[src/rtl/dual_core_mem_arbiter_if.sv]
// Request/response bundle between the per-core request logic, the arbiter and the RAM.
interface dual_core_mem_arbiter_if #(
   parameter int unsigned CORES = 2
);
   // Core request side
   logic [CORES-1:0]         iREN;
   logic [CORES-1:0][31:0]   iaddr;
   logic [CORES-1:0]         dREN;
   logic [CORES-1:0]         dWEN;
   logic [CORES-1:0][31:0]   daddr;
   logic [CORES-1:0][31:0]   dstore;
   logic [CORES-1:0]         iwait;
   logic [CORES-1:0]         dwait;
   logic [31:0]              iload;
   logic [31:0]              dload;
   // RAM side
   logic                     ramREN;
   logic                     ramWEN;
   logic [31:0]              ramaddr;
   logic [31:0]              ramstore;
   logic [31:0]              ramload;
   logic                     ram_ready;
   logic                     timeout;

   // Requesters and RAM model
   modport master (
      output iREN, iaddr, dREN, dWEN, daddr, dstore, ramload, ram_ready,
      input  iwait, dwait, iload, dload, ramREN, ramWEN, ramaddr, ramstore, timeout
   );

   // Arbiter
   modport slave (
      input  iREN, iaddr, dREN, dWEN, daddr, dstore, ramload, ram_ready,
      output iwait, dwait, iload, dload, ramREN, ramWEN, ramaddr, ramstore, timeout
   );
endinterface

[src/rtl/dual_core_mem_arbiter.sv]
// Shares one RAM port among the instruction and data streams of two cores:
// round-robin between cores, data before instruction within a core, with a
// watchdog that aborts stalled RAM accesses.
module dual_core_mem_arbiter #(
   parameter int unsigned CORES        = 2,
   parameter int unsigned MAX_WAIT     = 64,
   parameter logic [31:0] TIMEOUT_WORD = 32'hBAD1_BAD1
) (
   input logic                    CLK,
   input logic                    RST,
   dual_core_mem_arbiter_if.slave bus
);
   localparam int unsigned WORD_W = 32;
   localparam int unsigned WD_W   = (MAX_WAIT > 1) ? $clog2(MAX_WAIT) : 1;
   localparam logic [WD_W-1:0] WD_LAST = WD_W'(MAX_WAIT - 1);

   typedef enum logic [1:0] {
      IDLE   = 2'd0,
      ACCESS = 2'd1,
      RESP   = 2'd2
   } state_t;

   state_t            state;
   logic              rr;
   logic [WD_W-1:0]   wd;
   logic              cap_core;
   logic              cap_data;
   logic              cap_wr;

   logic [CORES-1:0]  has_req;
   logic              sel_core;
   logic              sel_data;
   logic              sel_wr;
   logic [WORD_W-1:0] sel_addr;
   logic [WORD_W-1:0] sel_store;

   // Pick the requester to capture: rr core first, then the other; data beats fetch, write beats read
   always_comb begin
      has_req   = bus.iREN | bus.dREN | bus.dWEN;
      sel_core  = rr;
      if (!has_req[rr]) begin
         sel_core = ~rr;
      end
      sel_data  = bus.dREN[sel_core] | bus.dWEN[sel_core];
      sel_wr    = bus.dWEN[sel_core];
      sel_addr  = sel_data ? bus.daddr[sel_core] : bus.iaddr[sel_core];
      sel_store = sel_wr ? bus.dstore[sel_core] : '0;
   end

   // IDLE/ACCESS/RESP sequencer; RAM address/store registers double as the captured operands
   always_ff @(posedge CLK or posedge RST) begin
      if (RST) begin
         state        <= IDLE;
         rr           <= 1'b0;
         wd           <= '0;
         cap_core     <= 1'b0;
         cap_data     <= 1'b0;
         cap_wr       <= 1'b0;
         bus.iwait    <= '1;
         bus.dwait    <= '1;
         bus.iload    <= '0;
         bus.dload    <= '0;
         bus.ramREN   <= 1'b0;
         bus.ramWEN   <= 1'b0;
         bus.ramaddr  <= '0;
         bus.ramstore <= '0;
         bus.timeout  <= 1'b0;
      end else begin
         bus.iwait   <= '1;
         bus.dwait   <= '1;
         bus.timeout <= 1'b0;
         case (state)
            IDLE: begin
               if (|has_req) begin
                  cap_core     <= sel_core;
                  cap_data     <= sel_data;
                  cap_wr       <= sel_wr;
                  bus.ramaddr  <= sel_addr;
                  bus.ramstore <= sel_store;
                  bus.ramREN   <= ~sel_wr;
                  bus.ramWEN   <= sel_wr;
                  state        <= ACCESS;
               end
            end
            ACCESS: begin
               wd <= wd + WD_W'(1);
               // ram_ready has priority over the watchdog expiring in the same cycle
               if (bus.ram_ready || (wd == WD_LAST)) begin
                  state      <= RESP;
                  bus.ramREN <= 1'b0;
                  bus.ramWEN <= 1'b0;
                  if (cap_data) begin
                     bus.dwait[cap_core] <= 1'b0;
                  end else begin
                     bus.iwait[cap_core] <= 1'b0;
                  end
                  if (!bus.ram_ready) begin
                     bus.timeout <= 1'b1;
                     if (cap_data) begin
                        bus.dload <= TIMEOUT_WORD;
                     end else begin
                        bus.iload <= TIMEOUT_WORD;
                     end
                  end else if (!cap_wr) begin
                     if (cap_data) begin
                        bus.dload <= bus.ramload;
                     end else begin
                        bus.iload <= bus.ramload;
                     end
                  end
               end
            end
            RESP: begin
               rr    <= ~cap_core;
               wd    <= '0;
               state <= IDLE;
            end
            default: begin
               state <= IDLE;
            end
         endcase
      end
   end
endmodule
[src/flat_wrapper.sv]
// flat-port wrapper written by rule: the top's interface ports become plain ports
module dual_core_mem_arbiter_flat 
#(
   parameter int unsigned CORES        = 2,
   parameter int unsigned MAX_WAIT     = 64,
   parameter logic [31:0] TIMEOUT_WORD = 32'hBAD1_BAD1
)
  (CLK, RST, bus_iREN, bus_iaddr, bus_dREN, bus_dWEN, bus_daddr, bus_dstore, bus_ramload, bus_ram_ready, bus_iwait, bus_dwait, bus_iload, bus_dload, bus_ramREN, bus_ramWEN, bus_ramaddr, bus_ramstore, bus_timeout);
  dual_core_mem_arbiter_if #(.CORES(CORES)) bus_i ();
  input logic CLK;
  input logic RST;
  input wire logic [$bits(bus_i.iREN)-1:0] bus_iREN;
  input wire logic [$bits(bus_i.iaddr)-1:0] bus_iaddr;
  input wire logic [$bits(bus_i.dREN)-1:0] bus_dREN;
  input wire logic [$bits(bus_i.dWEN)-1:0] bus_dWEN;
  input wire logic [$bits(bus_i.daddr)-1:0] bus_daddr;
  input wire logic [$bits(bus_i.dstore)-1:0] bus_dstore;
  input wire logic [$bits(bus_i.ramload)-1:0] bus_ramload;
  input wire logic [$bits(bus_i.ram_ready)-1:0] bus_ram_ready;
  output wire logic [$bits(bus_i.iwait)-1:0] bus_iwait;
  output wire logic [$bits(bus_i.dwait)-1:0] bus_dwait;
  output wire logic [$bits(bus_i.iload)-1:0] bus_iload;
  output wire logic [$bits(bus_i.dload)-1:0] bus_dload;
  output wire logic [$bits(bus_i.ramREN)-1:0] bus_ramREN;
  output wire logic [$bits(bus_i.ramWEN)-1:0] bus_ramWEN;
  output wire logic [$bits(bus_i.ramaddr)-1:0] bus_ramaddr;
  output wire logic [$bits(bus_i.ramstore)-1:0] bus_ramstore;
  output wire logic [$bits(bus_i.timeout)-1:0] bus_timeout;
  assign bus_i.iREN = bus_iREN;
  assign bus_i.iaddr = bus_iaddr;
  assign bus_i.dREN = bus_dREN;
  assign bus_i.dWEN = bus_dWEN;
  assign bus_i.daddr = bus_daddr;
  assign bus_i.dstore = bus_dstore;
  assign bus_i.ramload = bus_ramload;
  assign bus_i.ram_ready = bus_ram_ready;
  assign bus_iwait = bus_i.iwait;
  assign bus_dwait = bus_i.dwait;
  assign bus_iload = bus_i.iload;
  assign bus_dload = bus_i.dload;
  assign bus_ramREN = bus_i.ramREN;
  assign bus_ramWEN = bus_i.ramWEN;
  assign bus_ramaddr = bus_i.ramaddr;
  assign bus_ramstore = bus_i.ramstore;
  assign bus_timeout = bus_i.timeout;
  dual_core_mem_arbiter #(.CORES(CORES), .MAX_WAIT(MAX_WAIT), .TIMEOUT_WORD(TIMEOUT_WORD)) u_core (.CLK(CLK), .RST(RST), .bus(bus_i));
endmodule
[config.mk]
export PLATFORM = sky130hd
export DESIGN_NAME = dual_core_mem_arbiter_flat
export DESIGN_NICKNAME = d
export VERILOG_FILES = /design/src/rtl/dual_core_mem_arbiter_if.sv /design/src/rtl/dual_core_mem_arbiter.sv /design/src/flat_wrapper.sv
export SDC_FILE = /design/constraint.sdc
export NUM_CORES = 1
export LEC_CHECK = 0
export BUFFER_PORTS_ARGS = -buffer_cell sky130_fd_sc_hd__buf_4
export CORE_AREA = 5 5 140 142
export CTS_CLUSTER_DIAMETER = 120
export CTS_CLUSTER_SIZE = 24
export DETAILED_ROUTE_END_ITERATION = 12
export DIE_AREA = 0 0 145 147
export PLACE_DENSITY = 0.73
export REMOVE_ABC_BUFFERS = 1
export SYNTH_ARGS = -nofsm -noshare
export SYNTH_HDL_FRONTEND = slang
export SYNTH_SLANG_ARGS = --single-unit
[constraint.sdc]
create_clock -name CLK -period 8.4 [get_ports CLK]
set_input_delay 1.26 -clock CLK [delete_from_list [all_inputs] [get_ports CLK]]
set_output_delay 1.26 -clock CLK [all_outputs]
set_load 0.05 [all_outputs]
==> impl_metrics.toml <==
[timing]
fin_crit_sh_pct = 39.4
drv_slew = 0
final-hold-violation-count = 0
slew_headroom_pct = 27.4
setup_violations = 0
hold_ws_ns = 0.478
rsz0062_at_grt = "false"
fin_setup_tns_ns = 0
clock_skew_ns = 0.00832
fin_crit_ns = 3.31
max_freq_ghz = 0.302
max_slew.worst_pin.slew_ns = 1.09

[synthesis]
synth_cell_types = 41
yosysWarnings = 0
synth-seq-area-share_pct = 49.6
netlist.top_cell.by_area = "dfrtp_1"
syn-instance-count = 637
ys_top_cells_by_area = "dfrtp_1 (48%), mux2_2 (9.9%), a221oi_2 (5.9%), o31ai_2 (4.9%), mux2i_1 (4.4%)"
synth_area_um2 = 7420
syn_avg_cell_area_um2 = 11.7
synth_seq_cells = 147
synth_top_area_share_pct = 48.2

[min_path]
min_to = "u_core.bus.ramaddr[9]$_DFFE_PP0P_"
min_path_cells = 2
hp-class = "flip-flop to flip-flop"
hp-start = "u_core.bus.ramaddr[9]$_DFFE_PP0P_"

[cts]
post-cts-setup-buffer-count = 0
hold_buffers = 0
cts_tree = "yes"
cts_root_buf = "clkbuf_16"
clock_sinks = 147
path_clk_slew_ns = 0.07
clk_latency_ns = 0.41
cts_buffer_depth = 2
post_cts_resized = 0
cts_buffers = 17
htreeDepth = 4

[routing]
drtPass1Iterations = 4
drt_wl_total_um = 23600
drt_iter0_drc = 257
drcViolationCount = 0
wl_per_cell_um = 19.2
ant_nets = 0
avgViaCountPerCell = 5.11
dr_total_vias = 6293

[finish]
stdcell_area_um2 = 10800
nFillCells = 1579
fin_nets = 1221
syn_to_final_growth_pct = 45.7
diodes = 0
drive_above_1_share_pct = 54.6
final_cell_count_no_fill = 1231

[place]
gp_congestion = 0.820
port_buffers = 367
post_dp_cell_area_um2 = 10300
dp_hpwl_um = 17900
dp_cells = 1199

[grt]
grt.total_usage_pct = 21.3
first_global_vias = 6455
grt_pass1_wl_um = 36100
grt_overflow = 0
antenna_found_initial = 0
grt_start_max_net_pins = 90

[floorplanning]
die_h_um = 147
start_util_pct = 40.5
fp-row-count = 50
die-area_um2 = 21300
die_w_um = 145
io_pins = 368
design.core.area_um2 = 18300

[critical_path]
reg2reg_slack_ns = 5.81
startpoint = "bus_dWEN[1]"
worst_ep_arrival_time_ns = 3.55
r2r_cells = 6
start_kind = "input pin"
crit_type = "input pin to flip-flop"
crit_path_end_kind = "flip-flop"
r2r_start = "u_core.state[0]$_DFFE_PP0P_"
cp_max_fo = 45
required_ns = 8.64
rr_endpoint = "u_core.bus.ramstore[6]$_DFFE_PP0P_"

[pwr]
seqPwrFrac_pct = 26.6
p_leak_uw = 0.00512
switching_share_pct = 49.3
power_frac_comb_pct = 57.4
cell_internal_pwr_uw = 2280
p_clk_share_pct = 16.1
p_per_area_nw_per_um2 = 416
netSwitchingPower_uw = 2220
max-vdd-ir-drop_mv = 0.297

[run]
maxCapViolCount = 0

[run_status]
status = "finished, final reports clean"
[layout by cell type, fill, tap and decap left out, drive strengths merged, types with 10 or more instances in the layout]
cell type	netlist	layout
nand2	76	76
a221oi	32	32
o22ai	33	33
inv	6	13
nor2	10	10
o21ai	43	43
o31ai	34	34
mux2i	33	33
buf	25	375
mux2	65	65
dfrtp	143	143
clkbuf	22	19
and2	47	47
nand2b	20	20
[layout make-up]
class,instances,area (µm²),share of cell area [%]
clock inverters,13,113,1.04
well taps,234,293,2.71
inverters,6,27.5,0.254
multi-input cells,437,3430,31.7
flip-flops and latches,147,3680,34.1
repair buffers,375,2820,26.0
clock buffers,19,453,4.19
[synth_stat cells]
library cell	count
a21bo_4	1
a21boi_1	1
a21o_1	1
a21oi_1	7
a221oi_1	3
a221oi_2	29
a22o_1	1
and2_1	45
and2_2	2
and3_1	2
buf_1	3
buf_12	4
buf_2	10
buf_4	5
buf_6	3
clkbuf_1	20
clkbuf_8	2
dfrtp_1	143
dfstp_2	4
ha_1	4
inv_1	6
mux2_2	65
mux2i_1	33
nand2_1	76
nand2b_1	20
nand3_1	6
nand4_1	3
nor2_1	10
nor2b_1	1
nor3_1	5
o211ai_1	4
o21ai_0	41
o21ai_1	2
o22a_1	1
o22ai_1	33
o2bb2ai_1	2
o31ai_1	5
o31ai_2	29
or2_2	1
or3_1	3
or4b_4	1
[power by group through the flow]
stage          combinational [µW]  sequential (µW)  clock (µW)
2_1_floorplan                 882             2150           0
3_3_place_gp                 2580             1190           0
3_5_place_dp                 2610             1210           0
4_1_cts                      2610             1200         736
5_1_grt                      2730             1230         770
6_report                     2580             1200         723
[flip-flops by register name (all words and copies together), names as in the netlist]
register and flops:
u_core.bus.dwait 2, u_core.cap_core 1, u_core.wd 6, u_core.state 2
u_core.bus.iload 32, u_core.bus.ramstore 32, u_core.rr 1, u_core.bus.ramREN 1
u_core.cap_data 1, u_core.cap_wr 1, u_core.bus.timeout 1, u_core.bus.ramaddr 32
u_core.bus.iwait 2, u_core.bus.dload 32, u_core.bus.ramWEN 1
[worst max path at each step]
stage                                                to  slack (ns)
finish               u_core.bus.ramstore[6]$_DFFE_PP0P_        5.09
global route         u_core.bus.ramstore[3]$_DFFE_PP0P_        4.90
CTS                  u_core.bus.ramstore[6]$_DFFE_PP0P_        5.07
detailed placement   u_core.bus.ramstore[6]$_DFFE_PP0P_        4.63
global placement    u_core.bus.ramstore[20]$_DFFE_PP0P_        4.72
floorplan            u_core.bus.ramstore[0]$_DFFE_PP0P_        1.56
[cell families (layout without fill, tap and decap cells)]
logic type               count (synthesis)  in the layout  share of synthesized area [%]
AO/OA/AOI/OAI                          160            160                           19.1
adder cells (fa/ha/maj)                  4              4                          0.674
buffers and inverters                   53            413                           4.55
flip-flops                             147            147                           49.6
multiplexers                            98             98                           14.3
AND/OR/NAND/NOR                        175            175                           11.8
[through the flow]
step / util [%] / power [µW] / setup WS, ns
2_1_floorplan: - / 3030 / 1.56
3_3_place_gp: 55.9 / 3770 / 4.72
3_5_place_dp: 55.9 / 3820 / 4.63
4_1_cts: 59.0 / 4540 / 5.07
5_1_grt: 59.0 / 4730 / 4.90
6_report: 59.0 / 4500 / 5.09
[critical path, stage by stage]
cell,delay [ns]
buf_4,0.13
or3_1,0.44
o21ai_4,0.16
buf_4,0.46
or3_1,0.83
o21ai_0,0.25
[per-layer routing]
layer | track usage, % | wire length (µm) | vias to the layer above
li1 | - | - | 3026
met1 | 25.8 | 9600 | 2975
met2 | 36.2 | 11600 | 260
met3 | 6.42 | 1770 | 32
met4 | 7.58 | 592 | 0
met5 | 0 | 0 | -
(Power assumes the default switching activity.)
